`config.mk`:
```
export PLATFORM = sky130hd
export DESIGN_NAME = signed_mac_accumulator_flat
export DESIGN_NICKNAME = d
export VERILOG_FILES = /design/src/rtl/signed_mac_if.sv /design/src/rtl/signed_mac_accumulator.sv /design/src/flat_wrapper.sv
export SDC_FILE = /design/constraint.sdc
export NUM_CORES = 1
export LEC_CHECK = 0
export BUFFER_PORTS_ARGS = -buffer_cell sky130_fd_sc_hd__buf_2
export CAP_MARGIN = 20
export CORE_ASPECT_RATIO = 1.1
export CORE_UTILIZATION = 47
export CTS_CLUSTER_DIAMETER = 80
export CTS_CLUSTER_SIZE = 25
export DETAILED_ROUTE_END_ITERATION = 10
export PLACE_DENSITY = 0.81
export SETUP_SLACK_MARGIN = 0.5
export SYNTH_ARGS = -nofsm -noshare
export SYNTH_HDL_FRONTEND = slang
export SYNTH_SLANG_ARGS = --single-unit
```
`constraint.sdc`:
```
create_clock -name clk -period 2.1 [get_ports clk]
set_input_delay 0.315 -clock clk [delete_from_list [all_inputs] [get_ports clk]]
set_output_delay 0.315 -clock clk [all_outputs]
set_load 0.03 [all_outputs]
```
`src/rtl/signed_mac_if.sv`:
```
// Handshake bundle between the multiplier, the MAC accumulator and the result consumer.
// The master modport belongs to whoever feeds products and takes results; the slave modport belongs to the accumulator.
interface signed_mac_if #(
    parameter int PROD_W = 8,
    parameter int ACC_W  = 12
);
    logic [PROD_W-1:0] prod_i;
    logic              prod_valid;
    logic              prod_ready;
    logic              clear;
    logic [ACC_W-1:0]  acc_o;
    logic              acc_valid;
    logic              acc_ready;
    logic [7:0]        term_cnt;
    logic              overflow;

    modport master (
        output prod_i, prod_valid, clear, acc_ready,
        input  prod_ready, acc_o, acc_valid, term_cnt, overflow
    );

    modport slave (
        input  prod_i, prod_valid, clear, acc_ready,
        output prod_ready, acc_o, acc_valid, term_cnt, overflow
    );
endinterface

```
`src/rtl/signed_mac_accumulator.sv`:
```
// Sums N_TERMS signed products into a signed ACC_W result delivered over a valid/ready handshake.
// Optional macro SIGNED_MAC_SATURATE_EN: clamp on overflow instead of wrapping.
module signed_mac_accumulator #(
    parameter int PROD_W  = 8,
    parameter int ACC_W   = 12,
    parameter int N_TERMS = 4
) (
    input  logic        clk,
    input  logic        rst,
    signed_mac_if.slave bus
);
    typedef enum logic {ST_ACC, ST_DONE} state_t;

    localparam logic [7:0] LAST_CNT = 8'(N_TERMS - 1);
    localparam logic signed [ACC_W-1:0] ACC_MAX = {1'b0, {(ACC_W-1){1'b1}}};
    localparam logic signed [ACC_W-1:0] ACC_MIN = {1'b1, {(ACC_W-1){1'b0}}};

    state_t                  state_q, state_d;
    logic                    live_q;
    logic signed [ACC_W-1:0] acc_q, acc_d;
    logic [7:0]              cnt_q, cnt_d;
    logic                    ovf_q, ovf_d;
    logic signed [ACC_W-1:0] addend, sum;
    logic                    add_ovf, xfer;

    assign addend  = ACC_W'($signed(bus.prod_i));
    assign sum     = acc_q + addend;
    assign add_ovf = (acc_q[ACC_W-1] == addend[ACC_W-1]) && (sum[ACC_W-1] != acc_q[ACC_W-1]);
    assign xfer    = bus.prod_valid && bus.prod_ready;

    always_comb begin
        state_d = state_q;
        acc_d   = acc_q;
        cnt_d   = cnt_q;
        ovf_d   = ovf_q;
        if (bus.clear) begin
            state_d = ST_ACC;
            acc_d   = '0;
            cnt_d   = '0;
            ovf_d   = 1'b0;
        end else begin
            case (state_q)
                ST_ACC: begin
                    if (xfer) begin
`ifdef SIGNED_MAC_SATURATE_EN
                        // Clamp direction follows the shared sign of the two addends.
                        if (add_ovf)
                            acc_d = addend[ACC_W-1] ? ACC_MIN : ACC_MAX;
                        else
                            acc_d = sum;
`else
                        acc_d = sum;
`endif
                        cnt_d = cnt_q + 8'd1;
                        ovf_d = ovf_q | add_ovf;
                        if (cnt_q == LAST_CNT)
                            state_d = ST_DONE;
                    end
                end
                ST_DONE: begin
                    if (bus.acc_ready) begin
                        state_d = ST_ACC;
                        acc_d   = '0;
                        cnt_d   = '0;
                        ovf_d   = 1'b0;
                    end
                end
                default: state_d = ST_ACC;
            endcase
        end
    end

    // live_q keeps prod_ready low until the first edge after reset release.
    always_ff @(posedge clk or posedge rst) begin
        if (rst) begin
            state_q <= ST_ACC;
            live_q  <= 1'b0;
            acc_q   <= '0;
            cnt_q   <= '0;
            ovf_q   <= 1'b0;
        end else begin
            state_q <= state_d;
            live_q  <= 1'b1;
            acc_q   <= acc_d;
            cnt_q   <= cnt_d;
            ovf_q   <= ovf_d;
        end
    end

    assign bus.prod_ready = live_q && (state_q == ST_ACC);
    assign bus.acc_valid  = (state_q == ST_DONE);
    assign bus.acc_o      = acc_q;
    assign bus.term_cnt   = cnt_q;
    assign bus.overflow   = ovf_q;
endmodule

```
`src/flat_wrapper.sv`:
```
// flat-port wrapper written by rule: the top's interface ports become plain ports
module signed_mac_accumulator_flat 
#(
    parameter int PROD_W  = 8,
    parameter int ACC_W   = 12,
    parameter int N_TERMS = 4
)
  (clk, rst, bus_prod_i, bus_prod_valid, bus_clear, bus_acc_ready, bus_prod_ready, bus_acc_o, bus_acc_valid, bus_term_cnt, bus_overflow);
  signed_mac_if #(.PROD_W(PROD_W), .ACC_W(ACC_W)) bus_i ();
  input  logic clk;
  input  logic rst;
  input wire logic [$bits(bus_i.prod_i)-1:0] bus_prod_i;
  input wire logic [$bits(bus_i.prod_valid)-1:0] bus_prod_valid;
  input wire logic [$bits(bus_i.clear)-1:0] bus_clear;
  input wire logic [$bits(bus_i.acc_ready)-1:0] bus_acc_ready;
  output wire logic [$bits(bus_i.prod_ready)-1:0] bus_prod_ready;
  output wire logic [$bits(bus_i.acc_o)-1:0] bus_acc_o;
  output wire logic [$bits(bus_i.acc_valid)-1:0] bus_acc_valid;
  output wire logic [$bits(bus_i.term_cnt)-1:0] bus_term_cnt;
  output wire logic [$bits(bus_i.overflow)-1:0] bus_overflow;
  assign bus_i.prod_i = bus_prod_i;
  assign bus_i.prod_valid = bus_prod_valid;
  assign bus_i.clear = bus_clear;
  assign bus_i.acc_ready = bus_acc_ready;
  assign bus_prod_ready = bus_i.prod_ready;
  assign bus_acc_o = bus_i.acc_o;
  assign bus_acc_valid = bus_i.acc_valid;
  assign bus_term_cnt = bus_i.term_cnt;
  assign bus_overflow = bus_i.overflow;
  signed_mac_accumulator #(.PROD_W(PROD_W), .ACC_W(ACC_W), .N_TERMS(N_TERMS)) u_core (.clk(clk), .rst(rst), .bus(bus_i));
endmodule
```
==> results of run 1 <==
==> worst max-delay path by stage <==
stage | from | endpoint | depth (start not counted)
2_1_floorplan | u_core.bus.acc_o[0] | u_core.bus.acc_o[8] | 8
3_3_place_gp | bus_prod_i[0] | u_core.bus.acc_o[8] | 9
3_5_place_dp | u_core.bus.acc_o[0] | u_core.bus.acc_o[8] | 8
4_1_cts | u_core.bus.acc_o[0] | u_core.bus.acc_o[8] | 8
5_1_grt | u_core.bus.acc_o[0] | u_core.bus.acc_o[8] | 8
6_report | u_core.bus.acc_o[0] | u_core.bus.acc_o[8] | 8
==> worst max-delay path, cell delays in order, from the launching register on <==
cell	delay (ns)
dfrtp_2	0.46
ha_4	0.17
fa_2	0.37
a21oi_4	0.18
o21ai_4	0.09
a2111oi_4	0.35
nor2_1	0.11
xor2_1	0.16
a22o_1	0.20
==> cell families after synthesis <==
| kind of cell | Yosys count |
|---|---|
| AOI/OAI and AO/OA | 46 |
| adders and majority gates | 13 |
| muxes | 2 |
| buffers and inverters | 6 |
| xor gates and xnor gates | 13 |
| and+or+nand+nor | 46 |
| DFF | 23 |
| other | 1 |
==> per-layer routing <==
metal  share of wire, %  track usage [%]  up-vias
met5                  0                0        -
met4                1.6            5.000        0
met3                4.0            3.258        7
met2                 51            45.78       43
met1                 43            30.54      647
li1                   -                -      648
==> state kept, by name (all words and copies together) (netlist names) <==
register and cells:
u_core.live_q 1, u_core.bus.acc_o 12, u_core.bus.acc_valid 1, u_core.bus.term_cnt 8, u_core.bus.overflow 1
==> timing repair <==
| action | in CTS | in global routing |
|---|---|---|
| gates cloned | 0 | 0 |
| pin swaps | 11 | 11 |
| setup endpoints to repair | 9 | 10 |
| resized for setup | 7 | 8 |
| buffers inserted | 6 | 4 |
==> Yosys cell counts (3+ instances only) <==
library cell  count  area, um2
inv_1             4      15.01
o21bai_1          3      22.52
a21oi_1          10      50.05
o21ai_2           3      26.28
nand3_1           3      15.01
nand2_1          15      56.30
o21ai_0          11      55.05
xnor2_1           5      43.79
nor2_1           11      41.29
nand4_1           3      18.77
dfrtp_1          23      575.6
xor2_1            8      70.07
ha_1             12      150.1
a22o_1            4      35.03
==> cell type report <==
class | count | area (um2)
multi-input cells | 121 | 1031
fillers | 222 | 865.8
flip-flops and latches | 23 | 584.3
repair buffers | 50 | 287.8
well taps | 33 | 41.29
clock buffers | 3 | 22.52
inverters | 4 | 15.01
clock inverters | 1 | 5.005
==> power breakdown <==
group	internal, mW	switching, mW	total [mW]
clock network	0.0711	0.140	0.211
registers	0.477	0.0386	0.516
logic	0.235	0.296	0.531
total	0.783	0.475	1.26
==> stage by stage <==
stage / cells / area (um2) / TNS [ns]
floorplan: 150 / 1567 / -0.03093
global placement: 221 / 1810 / 0
detailed placement: 221 / 1810 / -0.04141
CTS: 231 / 1922 / 0
global route: 235 / 1987 / -0.2213
finish: 235 / 1987 / -0.06733
==> flow_metrics.tcl, run 1 <==
set metrics [dict create \
    status "finished, violations left" \
    violations "negative setup slack" \
    drc 0 \
    ys_seq_area_share_pct 39.59 \
    antenna_found_initial 0 \
    crit_type "flop to flop" \
    drt_iter0_drc 45 \
    r2r-start "u_core.bus.acc_o[0]" \
    p_leak_nw 0.9478 \
    rsz0062_at_grt "true" \
    wirelength_um 3941 \
    cp-end-kind "flop" \
    tightest_slew_ns 0.7496 \
    io_buffers 35 \
    place_worst_setup_slack_ns -0.04141 \
    vias 1345 \
    setup_viol 1 \
    critPathArrivalTime_ns 2.39 \
    grt_pass1_wl_um 5975 \
    synth_compound_area_share_pct 21.60 \
    clock_skew_ns 0.01114 \
    via_per_inst 5.723 \
    cts_tree "yes" \
    r2r_cells 8 \
    cp.required_ns 2.32 \
    worstReg2RegEnd "u_core.bus.acc_o[8]" \
    totalPowerFinal_mw 1.258 \
    die_w_um 55.03 \
    syn_nets 176 \
    start_util_pct 50.96 \
    path_clk_slew_ns 0.14 \
    rows 20 \
    hold_buffers 0 \
    place_congestion 0.8242 \
    drt-wirelength-per-cell_um 16.77 \
    synth.mux.area_fraction_pct 1.377 \
    worst_setup_path_start_kind "flop" \
    die_area_um2 3320 \
    synth_edf_count 0 \
    insertion_delay_ns 0.31 \
    synth-main-ff-cell "dfrtp_1" \
    syn_area_um2 1454 \
    layout_commonest_cell "buf_2" \
    synth-seq-cells 23 \
    synthAdderAreaFrac_pct 11.70 \
    hold_viol 0 \
    setup_slack_ns -0.06733 \
    drive_gt1_share_pct 42.08 \
    period_share_pct 103.2 \
    synthDistinctLibCells 41 \
    rrSetupSlack_ns -0.07 \
    n_antenna_cell 0 \
    utilization_pct 69.65 \
    synth-xor-area-share_pct 7.831 \
    synth_area_per_cell_um2 9.693 \
    ant_nets 0 \
    htree_levels 1 \
    maxCapViolations 0 \
    grt_pass1_vias 1337 \
    final_max_slew_viol_count 0 \
    synthArstFlopShare_pct 100.0 \
    clk_root_buffer_cell "clkbuf_4" \
    period_needed_ns 2.167 \
    critPathMaxFanout 2 \
    fp.dieH_um 60.33 \
    relSlewSlack_pct 49.97 \
    synth_top_family_by_area "compound AO/OA/AOI/OAI gates" \
    grt_use_total_pct 24.90 \
    hold_slack_ns 0.1046 \
    synthSimpleGateAreaFrac_pct 15.92 \
    most-common-layout-cells "buf_2, dfrtp_1, buf_4, nand2_1, nor2_1" \
    min_path_type "primary input to async pin" \
    irDropWorstVdd_mv 0.4367 \
    power.density_nw_per_um2 632.9 \
    grt_max_degree 20 \
    core_um2 2853 \
    cts_inserted_buffers 3 \
    area_growth_pct 36.66 \
    first_pass_iters 4 \
    clock-sinks 23 \
    clockBufferDepth 2 \
    overflow 0 \
    netlist_instances 150 \
    yosysWarningCount 0 \
    nNetsFinal 229 \
    max_freq_ghz 0.4614 \
    dpl.hpwl_um 2588 \
    io_pins 36 \
]
Power figures use the tool's default switching activity.
==> run 2: changes to the inputs <==
CORE_ASPECT_RATIO = 0.8   (was 1.1)
MAX_ROUTING_LAYER = met4   (was not set)
==> run 2 against run 1 <==
Net effect: the flow still finishes with violations (negative setup slack); hold slack worse by 0.031 ns; critical path type unchanged; wire length shrank 14%; count of clock-buffer cells in the layout stayed put; critical endpoint unchanged.
==> flow_metrics.tcl, run 2 (synthesis gave the netlist of run 1 again) <==
set metrics [dict create \
    nNetsFinal 227 \
    overflow 0 \
    cp_cell_sequence "ha_4, fa_2, a21oi_4, o21ai_2, a2111oi_4, nor2_1, xor2_1, a22o_1" \
    rows 17 \
    clk_root_buffer_cell "clkbuf_8" \
    grt_pass1_wl_um 5664 \
    setup_viol 1 \
    cp.required_ns 2.25 \
    crit_family "compound AO/OA/AOI/OAI gates" \
    critPathMaxFanout 2 \
    min_path_type "primary input to async pin" \
    wirelength_um 3387 \
    critPathArrivalTime_ns 2.26 \
    place_congestion 0.8773 \
    clockBufferDepth 2 \
    violations "negative setup slack" \
    drc 0 \
    n_antenna_cell 0 \
    irDropWorstVdd_mv 0.4975 \
    status "finished, violations left" \
    layout_commonest_cell "buf_2" \
    cts_inserted_buffers 3 \
    max_freq_ghz 0.4750 \
    ant_nets 0 \
    path_clk_slew_ns 0.08 \
    most-common-layout-cells "buf_2, dfrtp_1, nand2_1, buf_4, nor2_1" \
    place_inst 226 \
    final_max_slew_viol_count 0 \
    drt-wirelength-per-cell_um 14.23 \
    cts_tree "yes" \
    area_growth_pct 35.97 \
    hold_viol 0 \
    crit_type "flop to flop" \
    htree_levels 1 \
    largest_reg_flops 12 \
    die_area_um2 3321 \
    max_stage_delay_ns 0.43 \
    rsz0062_at_grt "true" \
    worst_setup_path_start_kind "flop" \
    placed_cell_area_um2 1817 \
    io_pins 36 \
    grt_use_total_pct 22.95 \
    critical-path-slowest-cell "dfrtp_2" \
    first_pass_iters 4 \
    die_w_um 64.19 \
    clock_skew_ns 0.001744 \
    period_needed_ns 2.105 \
    core_um2 2850 \
    fin_area_um2 1977 \
    clock-sinks 23 \
    grt_max_degree 24 \
    drive_gt1_share_pct 42.00 \
    antenna_found_initial 0 \
    setup_slack_ns -0.005443 \
    drt_iter0_drc 43 \
    via_per_inst 5.454 \
    place_worst_setup_slack_ns -0.03556 \
    maxCapViolations 0 \
    period_share_pct 100.3 \
    worst-path-buf-inv 0 \
    dpl.hpwl_um 2458 \
    layout.cells.non_filler 238 \
    power.density_nw_per_um2 654.2 \
    fp.dieH_um 51.75 \
    p_leak_nw 0.9383 \
    insertion_delay_ns 0.26 \
    vias 1298 \
    grt_pass1_vias 1277 \
    cp-end-kind "flop" \
    io_buffers 35 \
    hold_buffers 0 \
    start_util_pct 51.01 \
]
run 2: changes by cell type in the layout (fill, tap and decap cells not counted):
| cell | change |
|---|---|
| a21boi_1 | -1 |
| a21boi_2 | +1 |
| a21oi_1 | +1 |
| a21oi_4 | -1 |
| buf_4 | -3 |
| buf_6 | +1 |
| clkbuf_4 | -3 |
| clkbuf_8 | +3 |
| nand2_2 | +1 |
| nand2_4 | -1 |
| o21ai_1 | -1 |
| o21ai_2 | +3 |
| o21ai_4 | -2 |
run 2: area by class of cell:
class | instances | area (um2)
fillers | 221 | 873.3
flip-flops and latches | 23 | 584.3
clock inverters | 1 | 5.005
clock buffers | 3 | 41.29
repair buffers | 48 | 276.5
multi-input cells | 121 | 1007
inverters | 4 | 15.01
well taps | 38 | 47.55
run 2: metrics by stage:
stage	setup TNS (ns)	hold WS, ns	util (%)	power [mW]
floorplan	-0.03093	0.3164	-	0.8319
global placement	-0.002674	0.3708	63.74	0.9351
detailed placement	-0.03556	0.3715	63.74	0.9543
CTS	0	0.08548	68.00	1.278
global route	-0.1768	0.08998	69.36	1.364
finish	-0.005443	0.07373	69.36	1.293
run 2: timing repair:
| action | in CTS | in global routing |
|---|---|---|
| pin swaps | 11 | 9 |
| resized for setup | 9 | 4 |
| cloned | 0 | 0 |
| endpoints found under the setup margin | 9 | 9 |
| buffers inserted | 6 | 2 |
run 2: where the power goes:
group,internal (mW),switching (mW)
Clock,0.132,0.143
Sequential,0.477,0.0361
Combinational,0.227,0.278
run 2: worst paths after layout:
kind,from,end,slack [ns],cells after the start
max,u_core.bus.acc_o[0],u_core.bus.acc_o[8],-0.005,8
min,rst,u_core.bus.term_cnt[1],0.07,3
max reg2reg,u_core.bus.acc_o[0],u_core.bus.acc_o[8],-0.005,8
min reg2reg,u_core.bus.overflow,u_core.bus.overflow,0.49,2
max in group asynchronous,rst,u_core.bus.acc_o[5],1.79,3
min in group clk,bus_acc_ready,u_core.bus.acc_valid,0.37,3
run 2: per-layer routing:
metal  track usage, %  routed length (um)  up-vias
met5                -                   0        -
met4            5.556                  18        0
met3            3.947                 116        2
met2            40.43                1691       29
met1            27.87                1561      627
li1                 -                   -      640
run 2: worst register-to-register path: stages (launching register included):
cell and delay (ns):
dfrtp_2 0.43, ha_4 0.17, fa_2 0.37, a21oi_4 0.15, o21ai_2 0.09, a2111oi_4 0.30
nor2_1 0.10, xor2_1 0.16, a22o_1 0.21
==> run 3: changes to the inputs <==
SETUP_SLACK_MARGIN = not set   (was 0.5)
==> run 3 against run 2 <==
Net effect: the flow still finishes with violations (negative setup slack); maximum frequency rose by 0.12%; sequential power down 1%; critical endpoint unchanged; count of clock-buffer cells in the layout is 1 higher; largest cell class unchanged; die area is the same.
==> flow_metrics.tcl, run 3 (synthesis gave the netlist of run 1 again) <==
set metrics [dict create \
    status "finished, violations left" \
    violations "negative setup slack" \
    period_share_pct 100.1 \
    grt_max_degree 17 \
    cts_inserted_buffers 3 \
    setup_slack_ns -0.002919 \
    clock-sinks 23 \
    hold_slack_ns 0.05140 \
    layout.cells.non_filler 231 \
    drt-wirelength-per-cell_um 14.49 \
    first_pass_iters 4 \
    seqPwrFrac_pct 42.5 \
    clkPwrFrac_pct 22.7 \
    cp-end-kind "flop" \
    period_needed_ns 2.103 \
    critPathArrivalTime_ns 2.26 \
    setup_viol 1 \
    final_max_slew_viol_count 0 \
    io_buffers 35 \
    max_freq_ghz 0.4755 \
    clockBufferDepth 2 \
    drc 0 \
    die_w_um 64.19 \
    internal-power_mw 0.7774 \
    power.density_nw_per_um2 664.5 \
    finalSetupTns_ns -0.002919 \
    vias 1303 \
    worst_setup_path_start_kind "flop" \
    irDropWorstVdd_mv 0.3075 \
    dpl.hpwl_um 2558 \
    clock_skew_ns 0.002384 \
    nNetsFinal 220 \
    grt_use_total_pct 22.56 \
    start_util_pct 51.01 \
    crit_type "flop to flop" \
    most-common-layout-cells "buf_2, dfrtp_1, nand2_1, nor2_1, o21ai_0" \
    largest_reg_flops 12 \
    cp.required_ns 2.26 \
    cts_tree "yes" \
    utilization_pct 63.08 \
    min_path_type "primary input to async pin" \
    hold_viol 0 \
    swShare_pct 34.93 \
    clk_root_buffer_cell "clkbuf_8" \
    antenna_found_initial 0 \
    insertion_delay_ns 0.26 \
    drt_iter0_drc 53 \
    place_congestion 0.8960 \
    critPathMaxFanout 2 \
    rows 17 \
    fin_area_um2 1798 \
    die_area_um2 3321 \
    path_clk_slew_ns 0.08 \
    place_worst_setup_slack_ns -0.07038 \
    n_antenna_cell 0 \
    cp_cell_sequence "ha_4, fa_2, a21oi_2, o21ai_2, a2111oi_4, nor2_1, xor2_1, a22o_1" \
    ant_nets 0 \
    fp.dieH_um 51.75 \
    maxCapViolations 0 \
    layout_commonest_cell "buf_2" \
    p_switching_mw 0.4173 \
    via_per_inst 5.641 \
    max_stage_delay_ns 0.43 \
    placed_cell_area_um2 1713 \
    place_inst 225 \
    area_growth_pct 23.67 \
    totalPowerFinal_mw 1.195 \
    drive_gt1_share_pct 30.05 \
    critical-path-slowest-cell "dfrtp_2" \
    htree_levels 1 \
    io_pins 36 \
    core_um2 2850 \
    grt_pass1_wl_um 5464 \
    wirelength_um 3347 \
    comb_power_share_pct 34.7 \
    overflow 0 \
    p_leak_nw 0.8912 \
    rsz0062_at_grt "true" \
    grt_pass1_vias 1217 \
]
[run 3: timing repair]
item | CTS | global route
hold buffers | 0 | 0
pin swaps | 1 | 0
setup endpoints to repair | 2 | 4
resized for setup | 1 | 2
gates cloned | 0 | 0
setup buffers | 1 | 1
[run 3: per-layer routing]
metal  vias up  share of wire, %  GRT usage, %
met3         9               5.2         5.702
met2        48                46         34.40
met4         0               1.6         7.407
met5         -                 0             -
li1        633                 -             -
met1       613                48         29.67
[run 3: area by class of cell]
class                      instances  area [um2]
inverter                           4       15.01
timing repair buffer              41       220.2
clock buffer                       4       45.04
sequential                        23       576.8
tap                               38       47.55
multi-input combinational        121       893.4
fill                             253        1052
[run 3: worst paths after layout]
kind / from / to / slack [ns] / cells past startpoint
max: u_core.bus.acc_o[0] / u_core.bus.acc_o[8] / -0.003 / 8
min: rst / u_core.bus.term_cnt[1] / 0.05 / 2
max reg2reg: u_core.bus.acc_o[0] / u_core.bus.acc_o[8] / -0.003 / 8
min reg2reg: u_core.bus.overflow / u_core.bus.overflow / 0.50 / 2
max in group asynchronous: rst / u_core.bus.term_cnt[3] / 1.51 / 3
min in group clk: bus_acc_ready / u_core.bus.acc_valid / 0.38 / 3
[run 3: power groups by stage]
| stage | sequential, mW | clock (mW) | combinational, mW |
|---|---|---|---|
| 5_1_grt | 0.513 | 0.302 | 0.453 |
| 3_3_place_gp | 0.513 | 0 | 0.378 |
| 2_1_floorplan | 0.574 | 0 | 0.226 |
| 4_1_cts | 0.507 | 0.278 | 0.406 |
| 6_report | 0.508 | 0.272 | 0.415 |
| 3_5_place_dp | 0.517 | 0 | 0.394 |
[run 3: critical path: cells and delay by family (launching register included)]
kind | cells | cell delay, ns
AND/OR/NAND/NOR | 1 | 0.11
XOR/XNOR | 1 | 0.16
adder cells (fa/ha/maj) | 2 | 0.51
AO/OA/AOI/OAI | 4 | 0.78
flip-flops | 1 | 0.43
